--- src/rtl/quad_step_decoder.sv ---
// Quadrature encoder front end: synchronizes and debounces the A/B phases, then
// turns each legal Gray-code transition into a step event and a wrapping position count.
module quad_step_decoder #(
   parameter int WIDTH      = 4,
   parameter int FILTER_LEN = 3
) (
   input  logic             clk,
   input  logic             rst_n,
   input  logic             enc_a,
   input  logic             enc_b,
   input  logic             clr,
   input  logic             err_clr,
   output logic [WIDTH-1:0] count,
   output logic             dir,
   output logic             step_pulse,
   output logic             err
);

   localparam int SW = (FILTER_LEN < 2) ? 1 : $clog2(FILTER_LEN + 1);
   localparam logic [SW-1:0] STAB_MAX = SW'(FILTER_LEN);

   typedef enum logic {
      ST_INIT,
      ST_TRACK
   } state_t;

   logic [1:0]       sync1_q, sync2_q;
   logic [1:0]       cand_q, cand_d;
   logic [SW-1:0]    stab_q, stab_d;
   logic [1:0]       filt_q, filt_d;
   logic             accept_q, accept_d;
   state_t           state_q, state_d;
   logic [1:0]       prev_q, prev_d;
   logic [WIDTH-1:0] count_q, count_d;
   logic             dir_q, dir_d;
   logic             step_q, step_d;
   logic             err_q, err_d;
   logic             move_up, move_down, move_illegal;

   always_ff @(posedge clk or negedge rst_n) begin
      if (!rst_n) begin
         sync1_q <= 2'b00;
         sync2_q <= 2'b00;
      end else begin
         sync1_q <= {enc_a, enc_b};
         sync2_q <= sync1_q;
      end
   end

   // Acceptance fires once when a run of identical samples first reaches FILTER_LEN,
   // including the very first run after reset so INIT always gets a value to adopt.
   always_comb begin
      cand_d   = cand_q;
      stab_d   = stab_q;
      filt_d   = filt_q;
      accept_d = 1'b0;
      if (sync2_q != cand_q) begin
         cand_d = sync2_q;
         stab_d = SW'(1);
      end else if (stab_q != STAB_MAX) begin
         stab_d = stab_q + SW'(1);
      end
      if ((stab_d == STAB_MAX) && ((stab_q != STAB_MAX) || (sync2_q != cand_q))) begin
         accept_d = 1'b1;
         filt_d   = cand_d;
      end
   end

   always_ff @(posedge clk or negedge rst_n) begin
      if (!rst_n) begin
         cand_q   <= 2'b00;
         stab_q   <= '0;
         filt_q   <= 2'b00;
         accept_q <= 1'b0;
      end else begin
         cand_q   <= cand_d;
         stab_q   <= stab_d;
         filt_q   <= filt_d;
         accept_q <= accept_d;
      end
   end

   always_comb begin
      move_up      = 1'b0;
      move_down    = 1'b0;
      move_illegal = 1'b0;
      case ({prev_q, filt_q})
         4'b0001, 4'b0111, 4'b1110, 4'b1000: move_up      = 1'b1;
         4'b0100, 4'b1101, 4'b1011, 4'b0010: move_down    = 1'b1;
         4'b0011, 4'b1100, 4'b0110, 4'b1001: move_illegal = 1'b1;
         default: ;
      endcase
   end

   always_comb begin
      state_d = state_q;
      prev_d  = prev_q;
      count_d = count_q;
      dir_d   = dir_q;
      step_d  = 1'b0;
      err_d   = err_q;
      if (err_clr) begin
         err_d = 1'b0;
      end
      if (accept_q) begin
         prev_d = filt_q;
         if (state_q == ST_INIT) begin
            state_d = ST_TRACK;
         end else if (move_up) begin
            count_d = count_q + WIDTH'(1);
            dir_d   = 1'b1;
            step_d  = 1'b1;
         end else if (move_down) begin
            count_d = count_q - WIDTH'(1);
            dir_d   = 1'b0;
            step_d  = 1'b1;
         end else if (move_illegal) begin
            err_d = 1'b1;
         end
      end
      // Clear overrides the count and swallows the pulse, but direction still tracks.
      if (clr) begin
         count_d = '0;
         step_d  = 1'b0;
      end
   end

   always_ff @(posedge clk or negedge rst_n) begin
      if (!rst_n) begin
         state_q <= ST_INIT;
         prev_q  <= 2'b00;
         count_q <= '0;
         dir_q   <= 1'b1;
         step_q  <= 1'b0;
         err_q   <= 1'b0;
      end else begin
         state_q <= state_d;
         prev_q  <= prev_d;
         count_q <= count_d;
         dir_q   <= dir_d;
         step_q  <= step_d;
         err_q   <= err_d;
      end
   end

   assign count      = count_q;
   assign dir        = dir_q;
   assign step_pulse = step_q;
   assign err        = err_q;

endmodule

--- config.mk ---
export PLATFORM = sky130hd
export DESIGN_NAME = quad_step_decoder
export DESIGN_NICKNAME = d
export VERILOG_FILES = /design/src/rtl/quad_step_decoder.sv
export SDC_FILE = /design/constraint.sdc
export NUM_CORES = 1
export LEC_CHECK = 0
export BUFFER_PORTS_ARGS = -buffer_cell sky130_fd_sc_hd__buf_2
export CORE_MARGIN = 1.5
export CORE_UTILIZATION = 53
export DETAILED_ROUTE_END_ITERATION = 7
export PLACE_DENSITY = 0.82
export SYNTH_ARGS = -nofsm -noshare
export SYNTH_HDL_FRONTEND = slang
export SYNTH_SLANG_ARGS = --single-unit
--- constraint.sdc ---
create_clock -name clk -period 2.9 [get_ports clk]
set_input_delay 0.29 -clock clk [delete_from_list [all_inputs] [get_ports clk]]
set_output_delay 0.29 -clock clk [all_outputs]
set_load 0.01 [all_outputs]
**After elaboration in Yosys (flattened, before gate mapping)**

Cells that the tools add are included.

- Register bits: 21
- Latch bits: 0
- Bits in writable memories: 0
- ROM bits: 0
- Input bits: 6
- Output and inout port bits: 7
- Word-level logic and storage cells: 66
- Memories: 0

- Add/subtract/negate cells: 3
- $mul: 0
- Div/mod/pow operators: 0
- $lt $le $gt $ge: 0
- Eq/ne operators: 15
- Shift operators: 0
- Muxes and demuxes: 25
- Bitwise logic cells: 0
- Reductions and logical operators: 11

Operators by type and width:

| kind | count |
|---|---|
| 4-bit == test, second input constant | 6 |
| 4-bit two-way mux | 5 |
| 1-bit two-way mux | 17 |
| 4-bit by 3-bit == test with 1-bit output, second input constant | 3 |
| 4-bit OR reduction | 3 |
| 4-bit by 2-bit == test with 1-bit output, second input constant | 2 |
| 2-bit two-way mux | 3 |
| 3-bit AND reduction | 2 |
| 2-bit nonzero test | 3 |
| 4-bit by 1-bit adder with 4-bit output, second input constant | 1 |
| 4-bit by 1-bit == test with 1-bit output, second input constant | 1 |
| 4-bit by 1-bit subtractor with 4-bit output, second input constant | 1 |
| 3-bit nonzero test | 1 |
| 2-bit by 1-bit adder with 2-bit output, second input constant | 1 |
| 2-bit == test, second input constant | 1 |
| 2-bit != test | 1 |
| 2-bit != test, second input constant | 1 |
| 1-bit logical AND | 1 |
| 1-bit logical OR | 1 |

**Logic depth before layout (Yosys ltp)**

- Word-level depth: 8
- Mapped depth: 8
- Depth with buffers taken out: 7

**Worst setup path before layout**

No wires, ideal clock.

- Path type: register to register
- Start point: register filt_q[1]
- End point: register count_q[3], in the netlist count[3]
- Library setup time: 0.128 ns
- Arrival: 2.165 ns
- Data required time: 2.772 ns
- Path slack: 0.608 ns
- Cell stages (with the launch flop): 9
- Path buffers: 1
- Clock period less this slack: 2.292 ns
- Cells stage by stage: dfrtp_1 xor2_1 or2_1 buf_6 ha_1 a31oi_1 or3_1 a211oi_1 mux2_1

- Word-level cells in the longest chain between the ends: 7
- Elaborated cells on any way between the ends: 18
- Those cells by class: eq/ne: 8; mux: 6; reduce/logical: 4

RTL lines:

| element | line | text |
|---|---|---|
| start, declared | 30 | `logic [1:0] filt_q, filt_d;` |
| start signal, assigned | 78 | `filt_q <= filt_d;` |
| 4-bit by 1-bit == test with 1-bit output (tied with other cells) | 87 | `case ({prev_q, filt_q})` |
| 4-bit OR reduction | 87 |  |
| 1-bit two-way mux | 87 |  |
| 4-bit two-way mux | 109 | `end else if (move_up) begin` |
| 4-bit two-way mux | 107 | `if (state_q == ST_INIT) begin` |
| 4-bit two-way mux | 105 | `if (accept_q) begin` |
| 4-bit two-way mux | 122 | `if (clr) begin` |
| end signal, assigned | 139 | `count_q <= count_d;` |
| end, declared | 34 | `logic [WIDTH-1:0] count_q, count_d;` |

Parallel ways exist; a longest one is shown, timed or not. The select of a mux whose other input is x is not followed.
A chain may end at the register's enable or synchronous reset.

**Worst setup path in the final report**

Ends and elaborated chain as after synthesis.

==> results.txt <==
----------------------------------------------------
[Place]
  Port Buffer Count ... 12
  Routability congestion estimate from global placement ... 0.857
  Placement Setup Slack ... 0.495 ns
  DP Cell Count ... 97
  Hpwl dp ... 991 um

[Clock tree]
  Setup Fix Bufs, Post-CTS ... 0
  Cell at the root of the clock tree ... sky130_fd_sc_hd__clkbuf_4
  Level count of the clock H-tree ... 1
  Clock latency on the worst-skew pair ... 0.30 ns
  CTS tree ... done
  Clock Sinks ... 21
  Inserted Clock Buffers ... 3
  Resized cells post-CTS ... 0
  Clock-pin slew reported for the worst setup and hold paths after clock tree synthesis ... 0.11 ns
  Clock tree buffer depth ... 2

[Global route]
  Via count of the first global-routing pass ... 559
  Grt total ovfl ... 0
  Antenna violations before repair ... 0
  Global-route wire length before repair ... 2410 um
  Maximum number of pins on one net before global-route repair ... 22
  Global Route Usage Sum ... 18.0%

[Floorplan]
  Die footprint ... 1960 sq um
  Count of pins on the block boundary ... 13
  Chip Height ... 44.2 um
  Starting density of the core ... 58.4%
  Core Region ... 1540 sq um
  Horizontal die dimension ... 44.2 um
  Number of cell rows ... 14

[Hold path]
  Min-Delay Path Class ... in2reg
  Hold Crit Depth ... 1
  Worst hold path startpoint ... enc_a
  Endpoint, Worst Hold ... sync1_q[1]$_DFF_PN0_

[Routing]
  Post-route DRC violation count ... 0
  First drt pass iteration count ... 3
  DRC violation total after the first TritonRoute iteration ... 7
  Per-cell routed wire length ... 13.4 um
  Post-route antenna net violation count ... 0
  DR vias ... 580
  Via/cell ratio ... 5.69
  Total wire length ... 1360 um

[Synthesis]
  Net count after synthesis ... 80
  Post-synthesis cell count ... 72
  Sequential share of the synthesized area ... 58.5%
  Cell area after synthesis ... 901 sq um
  Share of flip-flops with an asynchronous set or reset ... 100%
  Count of flip-flops with a built-in enable after synthesis ... 0
  Commonest register cell after synthesis ... sky130_fd_sc_hd__dfrtp_1
  Flop and latch count out of synthesis ... 21
  Average cell area after synthesis ... 12.5 sq um
  Number of warning messages in the yosys log ... 0
  Synth unique cells ... 30

[STA]
  Worst clock skew on the final layout ... 0.00448 ns
  Worst-Margin Slew ... 0.488 ns
  Worst Slack Setup Final ... 0.491 ns
  Share of the cycle needed by the critical path after routing ... 83.1%
  Setup repair after global routing missed its margin ... no
  Count of final hold-check violations ... 0
  Final count of negative-setup-slack endpoints ... 0
  Clock period minus final worst setup slack ... 2.41 ns
  Setup tns final ... 0 ns
  Headroom to the max-slew limit ... 67.3%
  Number of pins exceeding their max-slew limit in the final report ... 0
  Highest achievable clock rate ... 415 MHz

[Worst setup path]
  Data required time of the worst path ... 3.10 ns
  Crit path DAT ... 2.61 ns
  Buffers plus inverters on the worst setup path ... 0
  R2r worst-path depth ... 7
  Beginning of the worst register-to-register path ... filt_q[1]$_DFFE_PN0P_
  Cell with the largest stage delay on the worst path ... sky130_fd_sc_hd__dfrtp_1
  Startpoint type of the worst setup path ... register
  Critical path's largest stage delay ... 0.43 ns
  Highest net fanout along the worst path ... 5
  Critical path, cell by cell ... xor2_1 > or2_1 > ha_1 > a31oi_1 > or3_1 > a211oi_1 > mux2_1
  Endpoint type of the worst setup path ... register
  Crit path max-delay family ... simple AND/OR/NAND/NOR gates
  RR Endpoint ... count[3]$_DFFE_PN0P_
  Critical path class ... reg2reg
  Flop-to-flop setup slack ... 0.49 ns

[Finish]
  Diode insertion count for antenna repair ... 0
  Total of fill cells in the finished design ... 114
  Layout cells sized above 1 ... 24.4%
  Final standard cell count with taps included and fillers excluded ... 102
  Net count reported at finish ... 95
  Area Overhead vs Synth ... 11.0%

[Pwr]
  Leakage Power ... 0.000460 uW
  Worst IR Drop VDD ... 431 uV
  Cell Pwr Density ... 609 nW/um^2

[Flow run]
  Count of max-cap constraint violations ... 0

[Outcome]
  Result of the run ... finished, final reports clean

----------------------------------------------------
[through the flow]
stage | total power [uW] | util, % | hold slack, ns | area (sq um)
finish | 609 | 64.9 | 0.0808 | 1000
global route | 649 | 64.9 | 0.0632 | 1000
CTS | 619 | 64.9 | 0.0717 | 1000
detailed placement | 479 | 62.4 | 0.263 | 962
global placement | 470 | 62.4 | 0.253 | 962
floorplan | 455 | - | -0.00559 | 901
[placed cells by master (no fill, tap or decap), drive strengths merged, types with 3 or more instances in the layout]
master | synthesis | layout
dfrtp | 20 | 20
buf | 1 | 12
xnor2 | 6 | 6
mux2 | 5 | 5
nor2 | 4 | 4
o21ai | 4 | 4
clkbuf | 2 | 3
or2 | 3 | 3
[worst register-to-register path: stages, from the launching register on]
cell and delay [ns]:
sky130_fd_sc_hd__dfrtp_1 0.43, sky130_fd_sc_hd__xor2_1 0.19, sky130_fd_sc_hd__or2_1 0.31, sky130_fd_sc_hd__ha_1 0.37
sky130_fd_sc_hd__a31oi_1 0.10, sky130_fd_sc_hd__or3_1 0.32, sky130_fd_sc_hd__a211oi_1 0.23, sky130_fd_sc_hd__mux2_1 0.35
[final cells by class]
| cell class | instances | area (sq um) | share of cell area [%] |
|---|---|---|---|
| Sequential cell | 21 | 527 | 52.7 |
| Multi-Input combinational cell | 46 | 348 | 34.8 |
| Timing Repair Buffer | 13 | 70.1 | 7.01 |
| Clock buffer | 3 | 22.5 | 2.25 |
| Tap cell | 16 | 20.0 | 2.00 |
| Inverter | 2 | 7.51 | 0.751 |
| Clock inverter | 1 | 5.00 | 0.501 |
[repair_timing]
item,CTS,global route
setup endpoints to repair,0,0
hold endpoints to repair,20,0
hold buffers,1,0
[kinds of logic (layout without fill, tap and decap cells)]
group,count (synthesis),count (layout),synth area share (%)
AND/OR/NAND/NOR,17,17,11.4
flip-flops,21,21,58.5
multiplexers,5,5,6.25
adder cells (fa/ha/maj),2,2,2.78
XOR/XNOR,8,8,7.78
buffers and inverters,5,19,2.92
AO/OA/AOI/OAI,14,14,10.4
[power by group]
part / internal, uW / total [uW] / switching (uW) / leakage (uW)
combinational: 56.9 / 130 / 72.6 / 0.000175
sequential: 319 / 341 / 21.8 / 0.000267
clock: 51.5 / 138 / 86.7 / 0.0000177
[cell usage after synthesis (2+ instances only)]
master	number	area, sq um
sky130_fd_sc_hd__or3_1	2	12.5
sky130_fd_sc_hd__mux2_1	3	33.8
sky130_fd_sc_hd__inv_1	2	7.51
sky130_fd_sc_hd__ha_1	2	25.0
sky130_fd_sc_hd__nand2_1	2	7.51
sky130_fd_sc_hd__a21oi_1	2	10.0
sky130_fd_sc_hd__or2_1	2	12.5
sky130_fd_sc_hd__dfrtp_1	20	500
sky130_fd_sc_hd__xnor2_1	6	52.6
sky130_fd_sc_hd__nor2b_1	2	12.5
sky130_fd_sc_hd__xor2_1	2	17.5
sky130_fd_sc_hd__mux2_2	2	22.5
sky130_fd_sc_hd__clkbuf_1	2	7.51
sky130_fd_sc_hd__o21ai_0	3	15.0
sky130_fd_sc_hd__a211oi_1	2	15.0
sky130_fd_sc_hd__nor2_1	4	15.0
[metal layers]
layer / up-vias / wire (um) / global-route usage, %
met2: 14 / 649 / 27.4
met5: - / 0 / 0
met4: 0 / 42 / 13.9
met3: 5 / 57 / 4.90
met1: 282 / 615 / 21.7
li1: 279 / - / -
[registers in the layout, summed over array words and instances (netlist names), 2 cells and up]
signal and cells:
sync2_q 2, sync1_q 2, count 4, prev_q 2, stab_q 2, filt_q 2
cand_q 2
[worst max-delay path by stage]
stage / start / endpoint / slack [ns] / cells after the start
2_1_floorplan: filt_q[1]$_DFFE_PN0P_ / count[3]$_DFFE_PN0P_ / 0.61 / 8
3_3_place_gp: filt_q[1]$_DFFE_PN0P_ / count[3]$_DFFE_PN0P_ / 0.60 / 7
3_5_place_dp: filt_q[1]$_DFFE_PN0P_ / count[3]$_DFFE_PN0P_ / 0.50 / 7
4_1_cts: filt_q[1]$_DFFE_PN0P_ / count[3]$_DFFE_PN0P_ / 0.48 / 7
5_1_grt: filt_q[1]$_DFFE_PN0P_ / count[3]$_DFFE_PN0P_ / 0.28 / 7
6_report: filt_q[1]$_DFFE_PN0P_ / count[3]$_DFFE_PN0P_ / 0.49 / 7
Note: power is estimated with default switching activity, not from simulation.
